`src/rtl/pc_pkg.sv`:
```
// rtl/pc_pkg.sv - shared types and default vectors for the program-counter generator
//
// Contents:
//   state_t  : BOOT / RUN / HALT control state (2-bit)
//   pc_sel_t : next-pc source select (SEL_TRAP, SEL_REDIR, SEL_HOLD, SEL_INC)
//   DEF_RESET_VECTOR / DEF_TRAP_VECTOR : default 32-bit vectors
package pc_pkg;

    typedef enum logic [1:0] {
        BOOT = 2'd0,
        RUN  = 2'd1,
        HALT = 2'd2
    } state_t;

    typedef enum logic [1:0] {
        SEL_TRAP  = 2'd0,
        SEL_REDIR = 2'd1,
        SEL_HOLD  = 2'd2,
        SEL_INC   = 2'd3
    } pc_sel_t;

    localparam logic [31:0] DEF_RESET_VECTOR = 32'h0000_0000;
    localparam logic [31:0] DEF_TRAP_VECTOR  = 32'h0000_0100;

endpackage

```
`src/rtl/pc_retire_cnt.sv`:
```
// rtl/pc_retire_cnt.sv - wrap-around enable counter for retired instructions
//
// Ports:
//   clk     in   rising-edge clock
//   reset_n in   asynchronous active-low clear
//   en      in   count this cycle
//   cnt     out  CNT_W-bit count, wraps modulo 2^CNT_W
module pc_retire_cnt #(
    parameter int CNT_W = 32
) (
    input  logic             clk,
    input  logic             reset_n,
    input  logic             en,
    output logic [CNT_W-1:0] cnt
);

    always_ff @(posedge clk or negedge reset_n) begin
        if (!reset_n) begin
            cnt <= '0;
        end else if (en) begin
            cnt <= cnt + CNT_W'(1);
        end
    end

endmodule

```
`src/rtl/pc_gen.sv`:
```
// rtl/pc_gen.sv - program-counter generator with redirect, trap, halt and retire count
//
// Ports:
//   clk, reset_n            clock, asynchronous active-low reset
//   stall                   hold pc this cycle
//   redirect_valid/_target  branch/jump redirect
//   trap_valid              exception/interrupt request
//   halt_req, resume        HALT entry / exit
//   pc, pc_plus_inc         current fetch address and pc + INC
//   pc_valid                pc is a real fetch (RUN)
//   misalign                one-cycle pulse after a misaligned redirect
//   epc                     pc captured on trap / misaligned redirect
//   retire_cnt              issued-instruction count
//   halted                  state is HALT
module pc_gen
    import pc_pkg::*;
#(
    parameter int              XLEN         = 32,
    parameter logic [XLEN-1:0] RESET_VECTOR = XLEN'(DEF_RESET_VECTOR),
    parameter logic [XLEN-1:0] TRAP_VECTOR  = XLEN'(DEF_TRAP_VECTOR),
    parameter int              INC          = 4,
    parameter int              ALIGN_BITS   = 2,
    parameter int              CNT_W        = 32
) (
    input  logic             clk,
    input  logic             reset_n,
    input  logic             stall,
    input  logic             redirect_valid,
    input  logic [XLEN-1:0]  redirect_target,
    input  logic             trap_valid,
    input  logic             halt_req,
    input  logic             resume,
    output logic [XLEN-1:0]  pc,
    output logic [XLEN-1:0]  pc_plus_inc,
    output logic             pc_valid,
    output logic             misalign,
    output logic [XLEN-1:0]  epc,
    output logic [CNT_W-1:0] retire_cnt,
    output logic             halted
);

    // Mask form keeps ALIGN_BITS = 0 legal (no zero-width slice).
    localparam logic [XLEN-1:0] ALIGN_MASK = XLEN'((64'(1) << ALIGN_BITS) - 64'(1));

    state_t  state;
    pc_sel_t sel;
    logic    target_misaligned;
    logic    take_misalign;
    logic    retire_en;

    assign pc_plus_inc       = pc + XLEN'(INC);
    assign target_misaligned = |(redirect_target & ALIGN_MASK);

    // Only a misaligned redirect that is not pre-empted by a real trap pulses misalign.
    assign take_misalign = (state == RUN) && !trap_valid && redirect_valid && target_misaligned;

    always_comb begin
        sel = SEL_INC;
        if (state != RUN) begin
            sel = SEL_HOLD;
        end else if (trap_valid || take_misalign) begin
            sel = SEL_TRAP;
        end else if (redirect_valid) begin
            sel = SEL_REDIR;
        end else if (stall) begin
            sel = SEL_HOLD;
        end
    end

    // Trap/redirect cycles still retire the instruction at pc; only stalls do not.
    assign retire_en = (state == RUN) && !stall;

    always_ff @(posedge clk or negedge reset_n) begin
        if (!reset_n) begin
            state    <= BOOT;
            pc       <= RESET_VECTOR;
            pc_valid <= 1'b0;
            misalign <= 1'b0;
            epc      <= '0;
            halted   <= 1'b0;
        end else begin
            misalign <= take_misalign;

            case (sel)
                SEL_TRAP: begin
                    pc  <= TRAP_VECTOR;
                    epc <= pc;
                end
                SEL_REDIR: pc <= redirect_target;
                SEL_INC:   pc <= pc_plus_inc;
                default:   pc <= pc;
            endcase

            // pc_valid/halted are registered with state so they line up with pc.
            case (state)
                BOOT: begin
                    state    <= RUN;
                    pc_valid <= 1'b1;
                end
                RUN: begin
                    if (halt_req) begin
                        state    <= HALT;
                        pc_valid <= 1'b0;
                        halted   <= 1'b1;
                    end
                end
                HALT: begin
                    // A still-asserted halt_req wins over resume.
                    if (resume && !halt_req) begin
                        state    <= RUN;
                        pc_valid <= 1'b1;
                        halted   <= 1'b0;
                    end
                end
                default: begin
                    state    <= BOOT;
                    pc_valid <= 1'b0;
                    halted   <= 1'b0;
                end
            endcase
        end
    end

    pc_retire_cnt #(
        .CNT_W (CNT_W)
    ) u_retire_cnt (
        .clk     (clk),
        .reset_n (reset_n),
        .en      (retire_en),
        .cnt     (retire_cnt)
    );

endmodule

```
`config.mk`:
```
export PLATFORM = sky130hd
export DESIGN_NAME = pc_gen
export DESIGN_NICKNAME = d
export VERILOG_FILES = /design/src/rtl/pc_pkg.sv /design/src/rtl/pc_retire_cnt.sv /design/src/rtl/pc_gen.sv
export SDC_FILE = /design/constraint.sdc
export NUM_CORES = 1
export LEC_CHECK = 0
export BUFFER_PORTS_ARGS = -buffer_cell sky130_fd_sc_hd__buf_2
export CORE_UTILIZATION = 51
export CTS_CLUSTER_SIZE = 24
export DETAILED_ROUTE_END_ITERATION = 8
export HOLD_SLACK_MARGIN = 0.05
export PLACE_DENSITY = 0.91
export SYNTH_ARGS = -nofsm -noshare
export SYNTH_HDL_FRONTEND = slang
export SYNTH_HIERARCHICAL = 1
export SYNTH_SLANG_ARGS = --single-unit
```
`constraint.sdc`:
```
create_clock -name clk -period 3 [get_ports clk]
set_input_delay 0.9 -clock clk [delete_from_list [all_inputs] [get_ports clk]]
set_output_delay 0.9 -clock clk [all_outputs]
set_load 0.01 [all_outputs]
```
==> results of run 1 <==
[state kept, by name, indices dropped and copies added (netlist names)]
| register | flops |
|---|---|
| epc | 32 |
| pc | 32 |
| halted | 1 |
| pc_valid | 1 |
| state | 2 |
| u_retire_cnt/cnt | 32 |
| misalign | 1 |
[worst max-delay path: stages, from the launching register on]
cell and delay (ns):
dfrtp_1 0.43, nand4_1 0.19, nor4_4 0.33, nand4_1 0.19, or2_4 0.28, xnor2_2 0.17
buf_2 0.17
[cell usage after synthesis (8+ instances only)]
cell type	number	area (um2)
clkbuf_1	14	52.6
nand2_1	67	251
and3_1	10	62.6
mux2_2	30	338
nand4_1	16	100
dfrtp_1	101	2530
xor2_1	34	298
nor3_1	12	60.1
nor2_1	19	71.3
o21ai_0	27	135
xnor2_1	52	455
a21oi_1	9	45.0
nand3_1	24	120
buf_2	9	45.0
nor4_1	11	68.8
and4_1	8	70.1
[worst max path at each step]
stage,slack [ns],start,end
after global placement,0.23,pc[16]$_DFFE_PN0P_,pc_plus_inc[30]
after floorplan,0.15,pc[13]$_DFFE_PN0P_,pc_plus_inc[31]
after detailed placement,0.19,pc[16]$_DFFE_PN0P_,pc_plus_inc[30]
after global routing,-0.05,pc[14]$_DFFE_PN0P_,pc_plus_inc[31]
final,-0.02,pc[14]$_DFFE_PN0P_,pc_plus_inc[31]
after CTS,0.0004,pc[17]$_DFFE_PN0P_,pc_plus_inc[30]
[cell families after synthesis]
logic type,after synthesis,share of synthesized area [%]
buf+inv,33,2.90
mux,33,7.10
simple gates,199,21.3
compound gates,46,4.92
fa+ha+maj,2,0.483
xor+xnor,86,14.5
flops,101,48.8
[final cells by class]
type	instances	area [um2]	share of cell area, %
well taps	133	166	2.47
clock inverters	3	43.8	0.650
flip-flops and latches	101	2540	37.7
repair buffers	209	1180	17.5
inverters	7	26.3	0.390
clock buffers	13	159	2.36
multi-input cells	366	2630	39.0
[stage by stage]
step | instance area, um2 | worst slack, ns
CTS | 6640 | 0.000444
floorplan | 5180 | 0.150
global placement | 6320 | 0.232
finish | 6740 | -0.0233
global route | 6740 | -0.0548
detailed placement | 6320 | 0.188
[what timing repair did]
action                     in CTS  in global routing
resized for setup              16                 17
pin swaps                       3                  6
setup buffers                   7                  6
hold endpoints to repair        0                  0
setup endpoints to repair      11                 15
[per-layer routing]
metal	track usage, %	up-vias	routed length [um]	part of all wire [%]
met3	4.88	64	1220	8.1
met4	14.8	0	650	4.3
met5	0	-	0	0
met1	35.1	2325	5870	39
li1	-	2113	-	-
met2	47.5	292	7400	49
[power groups by stage]
| stage | Sequential, W | Clock (W) | Combinational (W) |
|---|---|---|---|
| 2_1_floorplan | 0.00213 | 0 | 0.000906 |
| 3_3_place_gp | 0.00201 | 0 | 0.00179 |
| 3_5_place_dp | 0.00204 | 0 | 0.00185 |
| 4_1_cts | 0.00201 | 0.000894 | 0.00191 |
| 5_1_grt | 0.00208 | 0.000953 | 0.00212 |
| 6_report | 0.00203 | 0.000889 | 0.00195 |
==> impl_metrics.ini, run 1 <==
[cells_and_area]
utilization_pct = 68.6
final_cell_mix = 168 x buf_2, 92 x dfrtp_1, 67 x nand2_1, 50 x xnor2_1, 38 x buf_4
n_antenna_cell = 0
drive_gt1_share_pct = 42.5
fin_nets = 735
syn2layout_area_growth_pct = 30.0
fillers = 697
layout_commonest_cell = buf_2
instances_no_fill = 832

[pwr]
p_sw_w = 0.00188
ir_worst_vdd_uv = 581
p_total_w = 0.00487
combPwrFrac_pct = 40.1
p_clk_share_pct = 18.3
power.internal_w = 0.00299
powerDensity_nw_per_um2 = 722
swShare_pct = 38.5
leakagePower_nw = 3.42
p_seq_share_pct = 41.7

[global_routing]
first_global_vias = 4651
overflow = 0
track_usage_pct = 28.3
antenna_found_initial = 0
grt_pass1_wl_mm = 22.8
grt_max_degree = 45

[critical_path]
worstSetupPathType = register to output pin
r2r_end = u_retire_cnt/cnt[24]$_DFFE_PN0P_
rr_worst_depth = 7
worst_ep_required_time_ns = 2.10
start_kind = register
worst-path-max-fanout = 4
crit-reg2reg-launch = state[0]$_DFFE_PN0P_
cp-end-kind = output pin
regToRegSetupSlack_ns = 0.56
cp.arrival_ns = 2.12

[timing]
grt_setup_unrepaired = yes
setup_viol = 1
slew_headroom_pct = 57.2
timing.fmax_mhz = 331
post-route-min-period_ns = 3.02
fin_ws_ns = -0.0233
worstMarginPinSlew_ns = 0.636
hold_violations = 0
setup_tns_ns = -0.0233
fin_hold_ws_ns = 0.466
fin_crit_sh_pct = 101
slew_viol_final = 0
skew_ns = 0.00978

[floorplan]
io-pin-count = 170
row_count = 36
die_area_um2 = 10600
die_w_um = 103
die_height_um = 103
start_util_pct = 52.8
core_um2 = 9820

[placed_design]
routabilityCongestion = 0.906
dp_cells = 803
place_hpwl_mm = 10.5
io_buffers = 169

[hold_path]
min_from = u_retire_cnt/cnt[31]$_DFFE_PN0P_
hold_class = register to register
holdPathStages = 1
hold_end = u_retire_cnt/cnt[31]$_DFFE_PN0P_

[detailed_routing]
drt-initial-drc-count = 335
vias_per_cell = 5.76
wirelength_mm = 15.1
antenna_left = 0
first_pass_iters = 6
vias = 4794
drc = 0
avgRoutedWirePerCell_um = 18.2

[job]
cap_violations = 0

[logic_synthesis]
async_flop_share_pct = 100
ys.warnings.count = 6
ys_seq_area_share_pct = 48.8
syn_nets = 541
synth.distinct_cells = 47
synth-seq-cells = 101
synth_top_flop_cell = dfrtp_1
syn-cell-area_um2 = 5180
syn_inst = 500
synth_edf_count = 0
post_synth.cell_area_avg_um2 = 10.4

[cts]
root_buffer = clkbuf_8
insertion_delay_ns = 0.35
hold_buffers = 0
cts_made_buffers = 9
cts-htree-levels = 3
clk_pin_slew_worst_paths_ns = 0.09
cts_buffer_depth = 2
cts.sinks = 101
cts_tree = done

[outcome]
status = finished, violations left
violations = negative setup slack
Power figures use the tool's default switching activity.
==> run 2, diff against run 1 <==
--- a/config.mk
+++ b/config.mk
@@ -11,6 +11,7 @@
 export DETAILED_ROUTE_END_ITERATION = 8
 export HOLD_SLACK_MARGIN = 0.05
 export PLACE_DENSITY = 0.91
+export SETUP_SLACK_MARGIN = 0.05
 export SYNTH_ARGS = -nofsm -noshare
 export SYNTH_HDL_FRONTEND = slang
 export SYNTH_HIERARCHICAL = 1
==> impl_metrics.ini, run 2 (same netlist as run 1, synthesis figures left out) <==
[critical_path]
cp-end-kind = output pin
worstSetupPathType = register to output pin
start_kind = register
cp.arrival_ns = 2.09
regToRegSetupSlack_ns = 0.56
worst_ep_required_time_ns = 2.10
worst-path-max-fanout = 6

[placed_design]
pre_cts_slack_ns = 0.188
routabilityCongestion = 0.906
io_buffers = 169
place_hpwl_mm = 10.5
dpl_cell_area_um2 = 6320

[detailed_routing]
wirelength_mm = 15.3
first_pass_iters = 5
drt-initial-drc-count = 329
vias_per_cell = 5.79
antenna_left = 0
avgRoutedWirePerCell_um = 18.4
vias = 4825
drc = 0

[cells_and_area]
layout_commonest_cell = buf_2
n_antenna_cell = 0
fillers = 704
largest_registers = epc x32, pc x32, u_retire_cnt/cnt x32
final_cell_mix = 168 x buf_2, 91 x dfrtp_1, 65 x nand2_1, 49 x xnor2_1, 39 x buf_4
syn2layout_area_growth_pct = 30.7
fin_nets = 737
final_area_um2 = 6770
drive_gt1_share_pct = 43.5

[floorplan]
start_util_pct = 52.8
core_um2 = 9820
die_area_um2 = 10600
die_height_um = 103
row_count = 36
io-pin-count = 170
die_w_um = 103

[hold_path]
hold_class = register to register

[pwr]
powerDensity_nw_per_um2 = 721
leakagePower_nw = 3.42
ir_worst_vdd_uv = 574

[cts]
root_buffer = clkbuf_8
clk_pin_slew_worst_paths_ns = 0.09
cts.sinks = 101
cts_buffer_depth = 2
cts_made_buffers = 9
insertion_delay_ns = 0.36
cts_tree = done
cts-htree-levels = 3

[outcome]
status = finished clean

[timing]
setup_viol = 0
timing.fmax_mhz = 335
worstMarginPinSlew_ns = 0.637
slew_headroom_pct = 57.2
fin_crit_sh_pct = 99.6
slew_viol_final = 0
post-route-min-period_ns = 2.99
hold_violations = 0
grt_setup_unrepaired = yes
skew_ns = 0.00998
fin_ws_ns = 0.0120

[global_routing]
first_global_vias = 4659
track_usage_pct = 28.6
overflow = 0
grt_max_degree = 45
grt_pass1_wl_mm = 23.0
antenna_found_initial = 0

[job]
cap_violations = 0
## run 2: where the power goes
group | switching, W | internal, W | leakage (nW)
logic | 0.00109 | 0.000874 | 2.00
clock network | 0.000462 | 0.000433 | 0.104
registers | 0.000338 | 0.00169 | 1.32
total | 0.00189 | 0.00300 | 3.42
## run 2: worst max-delay path: stages (launching register included)
cell     delay, ns
dfrtp_2       0.46
buf_4         0.14
nand2_2       0.08
nor4_4        0.25
nand4_1       0.19
or2_4         0.29
xnor2_2       0.17
buf_2         0.16
## run 2: path summary, 6_finish.rpt
path                                                  start                               end  cells after the start
max                                      pc[16]$_DFFE_PN0P_                   pc_plus_inc[31]                      7
min                        u_retire_cnt/cnt[31]$_DFFE_PN0P_  u_retire_cnt/cnt[31]$_DFFE_PN0P_                      1
max reg2reg                            state[0]$_DFFE_PN0P_  u_retire_cnt/cnt[24]$_DFFE_PN0P_                      7
min reg2reg                u_retire_cnt/cnt[31]$_DFFE_PN0P_  u_retire_cnt/cnt[31]$_DFFE_PN0P_                      1
max in group asynchronous                           reset_n                pc[11]$_DFFE_PN0P_                      2
min in group asynchronous                           reset_n                 pc[0]$_DFFE_PN0P_                      1
## run 2: area by class of cell
cell class | instances | area [um2] | area share [%]
Sequential cell | 101 | 2540 | 37.5
Clock buffer | 13 | 159 | 2.35
Clock inverter | 3 | 43.8 | 0.646
Tap cell | 133 | 166 | 2.46
Inverter | 7 | 26.3 | 0.388
Multi-Input combinational cell | 366 | 2640 | 39.0
Timing Repair Buffer | 211 | 1200 | 17.7
## run 2: routing by layer
metal	up-vias	track usage (%)	share of wire, %
li1	2116	-	-
met4	0	15.3	4.5
met1	2327	35.7	39
met2	308	47.5	49
met3	74	5.15	8.0
met5	-	0	0
## run 2: timing repair
action | 4_1_cts | 5_1_grt
setup buffers | 7 | 8
setup endpoints to repair | 14 | 17
gates resized for setup | 19 | 20
pin swaps | 3 | 9
hold buffers | 0 | 0
## run 2: metrics by stage
| step | setup TNS [ns] | hold slack, ns | cells | util, % | total power, W |
|---|---|---|---|---|---|
| 3_3_place_gp | 0 | 0.455 | 803 | 64.4 | 0.00380 |
| 6_report | 0 | 0.466 | 834 | 69.0 | 0.00489 |
| 5_1_grt | -0.181 | 0.511 | 834 | 69.0 | 0.00516 |
| 3_5_place_dp | 0 | 0.463 | 803 | 64.4 | 0.00389 |
| 4_1_cts | 0 | 0.475 | 826 | 67.7 | 0.00481 |
| 2_1_floorplan | 0 | 0.508 | 500 | - | 0.00304 |
==> run 3, diff against run 2 <==
--- a/config.mk
+++ b/config.mk
@@ -14,5 +14,4 @@
 export SETUP_SLACK_MARGIN = 0.05
 export SYNTH_ARGS = -nofsm -noshare
 export SYNTH_HDL_FRONTEND = slang
-export SYNTH_HIERARCHICAL = 1
 export SYNTH_SLANG_ARGS = --single-unit
==> impl_metrics.ini, run 3 <==
[timing]
fin_crit_sh_pct = 96.8
setup_tns_ns = 0
hold_violations = 0
fin_hold_ws_ns = 0.468
skew_ns = 0.0123
slew_viol_final = 0
grt_setup_unrepaired = yes
setup_viol = 0
worstMarginPinSlew_ns = 1.11
slew_headroom_pct = 25.8
timing.fmax_mhz = 344
post-route-min-period_ns = 2.90

[cells_and_area]
drive_gt1_share_pct = 43.1
instances_no_fill = 799
final_cell_mix = 168 x buf_2, 88 x dfrtp_1, 52 x nand2_1, 34 x xor2_1, 32 x xnor2_1
fin_nets = 705
n_antenna_cell = 0
utilization_pct = 66.8
fillers = 781
layout_commonest_cell = buf_2
largest_registers = epc x32, pc x32, u_retire_cnt.cnt x32
syn2layout_area_growth_pct = 26.9

[cts]
cts_buffer_depth = 2
cts.sinks = 101
cts_tree = done
hold_buffers = 0
root_buffer = clkbuf_8
insertion_delay_ns = 0.36
cts-htree-levels = 3
clk_pin_slew_worst_paths_ns = 0.09
cts_made_buffers = 9

[detailed_routing]
first_pass_iters = 5
drc = 0
vias_per_cell = 5.58
wirelength_mm = 14.1
drt-initial-drc-count = 251
antenna_left = 0
avgRoutedWirePerCell_um = 17.6
vias = 4455

[placed_design]
dp_cells = 778
routabilityCongestion = 0.919
io_buffers = 169
place_hpwl_mm = 10.1

[hold_path]
min_from = u_retire_cnt.cnt[31]$_DFFE_PN0P_
hold_class = register to register

[logic_synthesis]
ys.warnings.count = 0
ys_top_cells_by_area = dfrtp_1 49%, mux2_2 6.5%, xnor2_1 6.1%
syn_nets = 529
yosysTopAreaCell = dfrtp_1
synth_edf_count = 0
synth_common_cells = 101 x dfrtp_1, 53 x nand2_1, 36 x xnor2_1, 34 x xor2_1, 30 x mux2_2
post_synth.cell_area_avg_um2 = 10.6
yosysMostFrequentCell = dfrtp_1
synth_top_area_share_pct = 48.9
syn_inst = 488
syn-cell-area_um2 = 5170
async_flop_share_pct = 100
ys_seq_area_share_pct = 48.9
synth-seq-cells = 101
synth.distinct_cells = 55
synth_top_flop_cell = dfrtp_1

[critical_path]
startpoint = pc[2]$_DFFE_PN0P_
cp-end-kind = output pin
crit-reg2reg-launch = state[1]$_DFFE_PN0P_
worst_ep_required_time_ns = 2.10
crit_chain = ha_4 > and3_4 > nand4_4 > or3_4 > xnor2_2 > buf_2
worstSetupPathType = register to output pin
worst-path-max-fanout = 4
crit_buf_inv = 1
cp.arrival_ns = 2.00
start_kind = register
crit_path_top_delay_cell = dfrtp_1
cp_top_family = simple AND/OR/NAND/NOR gates
cpPeakStageDelay_ns = 0.42

[floorplan]
start_util_pct = 52.7
die_area_um2 = 10500
die_height_um = 103
core_um2 = 9820
row_count = 36
io-pin-count = 170
die_w_um = 103

[pwr]
leakagePower_nw = 3.53
powerDensity_nw_per_um2 = 624
ir_worst_vdd_uv = 481

[global_routing]
overflow = 0
grt_pass1_wl_mm = 21.4
first_global_vias = 4283
track_usage_pct = 26.6
antenna_found_initial = 0
grt_max_degree = 62

[outcome]
status = finished clean

[job]
cap_violations = 0
run 3: path summary, 6_finish.rpt:
| kind | endpoint | slack, ns | depth (start not counted) |
|---|---|---|---|
| setup / recovery | pc_plus_inc[22] | 0.1 | 6 |
| hold / removal | u_retire_cnt.cnt[31]$_DFFE_PN0P_ | 0.47 | 1 |
| setup reg to reg | pc[17]$_DFFE_PN0P_ | 0.97 | 3 |
| hold reg to reg | u_retire_cnt.cnt[31]$_DFFE_PN0P_ | 0.47 | 1 |
| max in group asynchronous | pc[24]$_DFFE_PN0P_ | 1.55 | 2 |
| min in group asynchronous | epc[10]$_DFFE_PN0N_ | 0.61 | 1 |
run 3: per-stage QoR:
stage / power [W] / instance area, um2 / setup slack [ns]
after CTS: 0.00409 / 6420 / 0.0504
after global placement: 0.00320 / 6160 / 0.289
final: 0.00409 / 6560 / 0.0952
after detailed placement: 0.00326 / 6160 / 0.206
after floorplan: 0.00265 / 5170 / 0.289
after global routing: 0.00432 / 6560 / -0.0362
run 3: per-layer routing:
layer	global-route usage, %	wire length [um]	up-vias
met5	0	0	-
met3	5.15	826	32
met1	34.9	5820	2215
li1	-	-	2039
met4	10.2	420	0
met2	43.6	7010	169
run 3: cell type report:
class                      count  area [um2]  share of cell area [%]
multi-input combinational    348        2600                    39.7
sequential                   101        2540                    38.8
timing repair buffer         192        1030                    15.8
tap                          133         166                    2.54
clock buffer                  10         128                    1.95
inverter                      12        45.0                   0.687
clock inverter                 3        40.0                   0.610
run 3: cells by family after synthesis:
| kind of cell | after synthesis | share of synthesized area [%] |
|---|---|---|
| xor+xnor | 70 | 11.9 |
| buf+inv | 39 | 3.82 |
| mux | 34 | 7.31 |
| simple gates | 178 | 19.4 |
| compound gates | 64 | 8.28 |
| flops | 101 | 48.9 |
| fa+ha+maj | 2 | 0.484 |
run 3: worst register-to-register path: stages, from the launching register on:
cell and delay (ns):
dfrtp_1 0.49, nand2b_1 0.25, nor2_1 0.87, o21ai_0 0.25
run 3: repair_timing:
| item | CTS | global route |
|---|---|---|
| setup endpoints to repair | 13 | 15 |
| pin swaps | 3 | 6 |
| setup buffers | 5 | 3 |
| gates resized for setup | 21 | 28 |
run 3: report_power, final:
group,internal (W),switching [W],leakage (nW)
registers,0.00161,0.000259,1.34
clock network,0.000370,0.000440,0.0878
logic,0.000628,0.000789,2.10
total,0.00261,0.00149,3.53
